===== src/rtl/shift_rows_pipe.sv =====
// ----------------------------------------------------------------------------
// shift_rows_pipe
// AES/Rijndael ShiftRows / InvShiftRows / bypass stage with a 2-entry output
// FIFO. The transform is applied to the incoming block and the result is stored.
// The FIFO head is a register that drives out_data directly, so a block that is
// accepted into an empty FIFO is presented on the same clock edge.
//
// Ports
//   clk        : rising-edge clock
//   rst_n      : asynchronous active-low reset
//   in_valid   : upstream block present on in_data / in_inv / in_byp
//   in_ready   : FIFO has room (occupancy < 2). Registered, and independent
//                of out_ready.
//   in_data    : input state, byte k at in_data[W-1-8k -: 8], column-major
//   in_inv     : 1 = InvShiftRows, 0 = ShiftRows
//   in_byp     : 1 = pass in_data unchanged. This overrides in_inv.
//   out_valid  : out_data holds a transformed block
//   out_ready  : downstream accepts out_data this cycle
//   out_data   : transformed state (FIFO head register)
// ----------------------------------------------------------------------------
module shift_rows_pipe #(
    parameter int unsigned NB = 4,
    parameter int unsigned W  = 32 * NB
) (
    input  logic         clk,
    input  logic         rst_n,
    input  logic         in_valid,
    output logic         in_ready,
    input  logic [W-1:0] in_data,
    input  logic         in_inv,
    input  logic         in_byp,
    output logic         out_valid,
    input  logic         out_ready,
    output logic [W-1:0] out_data
);

    // Reject an unsupported block size at elaboration time.
    if (!(NB == 4 || NB == 6 || NB == 8)) begin : g_bad_nb
        $error("shift_rows_pipe: NB must be 4, 6 or 8");
    end
    if (W != 32 * NB) begin : g_bad_w
        $error("shift_rows_pipe: W must equal 32*NB");
    end

    // Row rotation amount. Rijndael-256 uses 1,3,4 for rows 1..3.
    function automatic int unsigned row_off(input int unsigned r);
        if (r == 0) return 0;
        if (NB == 8) return (r == 1) ? 1 : ((r == 2) ? 3 : 4);
        return r;
    endfunction

    logic [W-1:0] w_fwd;
    logic [W-1:0] w_inv;
    logic [W-1:0] w_xf;
    logic         w_push;
    logic         w_pop;
    logic [1:0]   w_count_nxt;

    logic [1:0]   r_count;
    logic [W-1:0] r_head;
    logic [W-1:0] r_tail;
    logic         r_out_valid;
    logic         r_in_ready;

    // Byte permutations. Pure wiring, because every source index is a constant.
    for (genvar gr = 0; gr < 4; gr++) begin : g_row
        for (genvar gc = 0; gc < int'(NB); gc++) begin : g_col
            localparam int unsigned R   = gr;
            localparam int unsigned C   = gc;
            localparam int unsigned OFF = row_off(R);
            localparam int unsigned SF  = (C + OFF) % NB;
            localparam int unsigned SI  = (C + NB - OFF) % NB;
            localparam int unsigned DB  = W - 1 - 8 * (4 * C + R);
            localparam int unsigned FB  = W - 1 - 8 * (4 * SF + R);
            localparam int unsigned IB  = W - 1 - 8 * (4 * SI + R);
            assign w_fwd[DB -: 8] = in_data[FB -: 8];
            assign w_inv[DB -: 8] = in_data[IB -: 8];
        end
    end

    // Mode select. Bypass wins over inverse.
    always_comb begin
        w_xf = w_fwd;
        if (in_byp)      w_xf = in_data;
        else if (in_inv) w_xf = w_inv;
    end

    assign w_push = in_valid && r_in_ready;
    assign w_pop  = r_out_valid && out_ready;

    // Next occupancy. A push is never seen at occupancy 2 because in_ready is low.
    always_comb begin
        w_count_nxt = r_count;
        case (r_count)
            2'd0:    w_count_nxt = w_push ? 2'd1 : 2'd0;
            2'd1: begin
                if (w_push && !w_pop)      w_count_nxt = 2'd2;
                else if (!w_push && w_pop) w_count_nxt = 2'd0;
            end
            2'd2:    w_count_nxt = w_pop ? 2'd1 : 2'd2;
            default: w_count_nxt = 2'd0;
        endcase
    end

    // FIFO storage: r_head is always the oldest block, and r_tail the second one.
    always_ff @(posedge clk or negedge rst_n) begin
        if (!rst_n) begin
            r_count     <= 2'd0;
            r_head      <= '0;
            r_tail      <= '0;
            r_out_valid <= 1'b0;
            r_in_ready  <= 1'b1;
        end else begin
            r_count     <= w_count_nxt;
            r_out_valid <= (w_count_nxt != 2'd0);
            r_in_ready  <= (w_count_nxt != 2'd2);
            case (r_count)
                2'd0: if (w_push) r_head <= w_xf;
                2'd1: begin
                    if (w_push && w_pop) r_head <= w_xf;
                    else if (w_push)     r_tail <= w_xf;
                end
                2'd2: if (w_pop) r_head <= r_tail;
                default: ;
            endcase
        end
    end

    assign in_ready  = r_in_ready;
    assign out_valid = r_out_valid;
    assign out_data  = r_head;

endmodule


===== config.mk =====
export PLATFORM = sky130hd
export DESIGN_NAME = shift_rows_pipe
export DESIGN_NICKNAME = d
export VERILOG_FILES = /design/src/rtl/shift_rows_pipe.sv
export SDC_FILE = /design/constraint.sdc
export NUM_CORES = 1
export LEC_CHECK = 0
export ABC_AREA = 1
export CAP_MARGIN = 30
export CELL_PAD_IN_SITES_DETAIL_PLACEMENT = 1
export CELL_PAD_IN_SITES_GLOBAL_PLACEMENT = 1
export CORE_MARGIN = 2
export CORE_UTILIZATION = 35
export DETAILED_ROUTE_END_ITERATION = 12
export HOLD_SLACK_MARGIN = 0.08
export PLACE_DENSITY = 0.74
export SYNTH_ARGS = -nofsm -noshare
export SYNTH_HDL_FRONTEND = slang
export SYNTH_SLANG_ARGS = --single-unit

===== constraint.sdc =====
create_clock -name clk -period 2.3 [get_ports clk]
set_input_delay 0.46 -clock clk [delete_from_list [all_inputs] [get_ports clk]]
set_output_delay 0.46 -clock clk [all_outputs]
set_load 0.01 [all_outputs]

==> metrics.cfg <==
[clock_tree]
clkSinkCount = 260
cts_setup_buffers = 0
cts_resized = 0
cts_tree = done
cts.path.max_buffers = 3
cts_root_buf = clkbuf_16
numCtsBuffers = 34
clk_pin_slew_ns = 0.06
insertion_delay_ns = 0.51
ctsHtreeMaxLevel = 2

[timing]
fin_ws_ns = 0.261
finClkSkew_ns = 0.0181
drv_slew = 0
finalSetupTns_ns = 0
hold_viol = 0
worst_slew_pin_slew_ns = 0.679
grt_setup_unrepaired = no
post-route-min-period_ns = 2.04
setup_viol = 0
max_slew_margin_pct = 54.7
period_share_pct = 88.6
max_freq_mhz = 490

[worst_setup_path]
reg2reg_slack_ns = 0.63
slowest_delay_ns = 0.71
r2r_cells = 6
worst-path-buf-inv = 1
cp-start-kind = register
worstReg2RegEnd = r_tail[19]$_DFFE_PN0P_
crit_type = reg -> out
r2r_start = in_ready$_DFF_PN1_
worstPathMaxFanout = 2
crit_family = buffers and inverters
crit_path_end_kind = output pin
required_ns = 1.84
slowest_stage = clkdlybuf4s50_1
cp_cell_sequence = clkdlybuf4s50_1
arrival_ns = 1.58

[synthesis]
synth.area.top_cells = dfrtp_1 49%, nand2_1 34%, nor2_1 3.6%
syn_avg_cell_area_um2 = 6.78
synth_top_area_cell = dfrtp_1
synth_area_um2 = 13300
yosysWarnings = 0
yosys.cell_types.count = 16
synth-seq-cells = 260
ys_seq_area_share_pct = 48.8
synthCells = 1967
synth_top_area_share_pct = 48.6
synth_nets = 2101

[pwr]
p_sw_mw = 9.07
p_per_area_nw_per_um2 = 1310
p_seq_share_pct = 34.4
pwr-share-clk_pct = 21.5
ir_drop_mv = 0.707
finalPower_mw = 22.9
comb_power_share_pct = 44.1
switching_share_pct = 39.5
p_int_mw = 13.9
leakage_nw = 9.47

[drt]
avgViaCountPerCell = 4.86
drc = 0
vias = 13213
wl_per_cell_um = 17.8
first_pass_iters = 5
wl_mm = 48.3
drtIter0Drc = 1011
ant_nets = 0

[layout]
final_util_pct = 46.8
fillerInstances = 4828
final_area_um2 = 17600
multi_input_area_um2 = 5970
seq_area_um2 = 6510
area_delta_synth_final_pct = 31.7
layout.nets = 2319
drive_above_1_share_pct = 4.31

[floorplan]
std_cell_rows = 71
coreArea_um2 = 37600
start_util_pct = 35.5
dieHeight_um = 199
boundaryPins = 264
die_area_um2 = 39700
die_w_um = 199

[global_routing]
grt_pass1_vias = 13442
grt_overflow_total = 0
track_usage_pct = 24.5
antenna_found_initial = 5
grt_pass1_wl_mm = 75.4
grt_start_max_net_pins = 122

[placement]
io_buffers = 263
gp_congestion = 0.895
hpwl_mm = 34.1
placed_cell_area_um2 = 16500
pre_cts_ws_ns = 0.148

[flow_run]
maxCapViolations = 0

[min_path]
hold_depth = 2
hold_end = out_data[87]$_DFFE_PN0P_
hp-class = reg -> reg
hp-start = out_data[87]$_DFFE_PN0P_

[run_status]
status = finished, final reports clean

worst max-delay path by stage:
stage | startpoint | endpoint | slack [ns] | cells past startpoint
2_1_floorplan | in_ready$_DFF_PN1_ | r_tail[100]$_DFFE_PN0P_ | 0.92 | 7
3_3_place_gp | out_ready | out_valid$_DFF_PN0_ | 0.18 | 9
5_1_grt | out_data[120]$_DFFE_PN0P_ | out_data[120] | 0.21 | 1
6_report | out_data[120]$_DFFE_PN0P_ | out_data[120] | 0.26 | 1
3_5_place_dp | out_ready | out_valid$_DFF_PN0_ | 0.15 | 9
4_1_cts | out_data[120]$_DFFE_PN0P_ | out_data[120] | 0.24 | 1
kinds of logic after synthesis:
group	Yosys count	share of synthesized area (%)
flops	260	48.8
buf+inv	188	6.53
simple gates	1390	39.9
compound gates	129	4.84
per-layer routing:
layer,track usage [%],up-vias,share of wire (%)
li1,-,6412,-
met1,35.3,6399,47
met2,37.5,326,44
met3,3.68,74,5.2
met4,8.37,2,3.0
met5,0,-,0.025
state kept, by name, summed over array words and instances (netlist names):
signal,count
r_count,2
in_ready,1
out_data,128
out_valid,1
r_tail,128
power by group through the flow:
| stage | Clock (mW) | Sequential (mW) | Combinational, mW |
|---|---|---|---|
| 2_1_floorplan | 0 | 8.19 | 5.22 |
| 3_3_place_gp | 0 | 7.87 | 9.89 |
| 3_5_place_dp | 0 | 7.95 | 10.2 |
| 4_1_cts | 5.09 | 7.91 | 10.3 |
| 5_1_grt | 5.27 | 8.15 | 11.4 |
| 6_report | 4.94 | 7.90 | 10.1 |
Yosys cell counts:
master,n
nand2_1,1192
dfstp_2,1
nor2_4,1
buf_4,9
o21ai_1,34
nand3_1,66
o21ai_0,95
buf_6,5
inv_2,7
inv_1,65
clkbuf_1,27
buf_2,75
nand2_2,1
dfrtp_1,259
nand3_2,1
nor2_1,129
layout make-up:
| class | instances | area share [%] |
|---|---|---|
| flip-flops and latches | 260 | 37.0 |
| multi-input cells | 1519 | 34.0 |
| repair buffers | 298 | 17.9 |
| clock buffers | 48 | 5.60 |
| well taps | 511 | 3.64 |
| inverters | 72 | 1.57 |
| clock inverters | 6 | 0.214 |
| diodes | 4 | 0.0570 |
placed cells by master (no fill, tap or decap), drive strengths merged:
cell           synthesis  final
dfstp                  1      1
clkbuf                27     48
o21ai                129    129
nor2                 130    130
dlygate4sd3            0      1
clkinv                 0      5
clkdlybuf4s50          0    260
nand2               1193   1193
buf                   89     37
inv                   72     73
diode                  0      4
dfrtp                259    259
nand3                 67     67
per-stage QoR:
step	hold WS (ns)	instances
after detailed placement	0.464	2659
final	0.472	2718
after CTS	0.479	2714
after global routing	0.493	2718
after global placement	0.462	2659
after floorplan	0.164	1967
repair_timing:
item / 4_1_cts / 5_1_grt
hold buffers: 1 / 0
endpoints found under the hold margin: 53 / 0
endpoints found under the setup margin: 0 / 0
No activity file was read; power rests on OpenSTA's default activity.
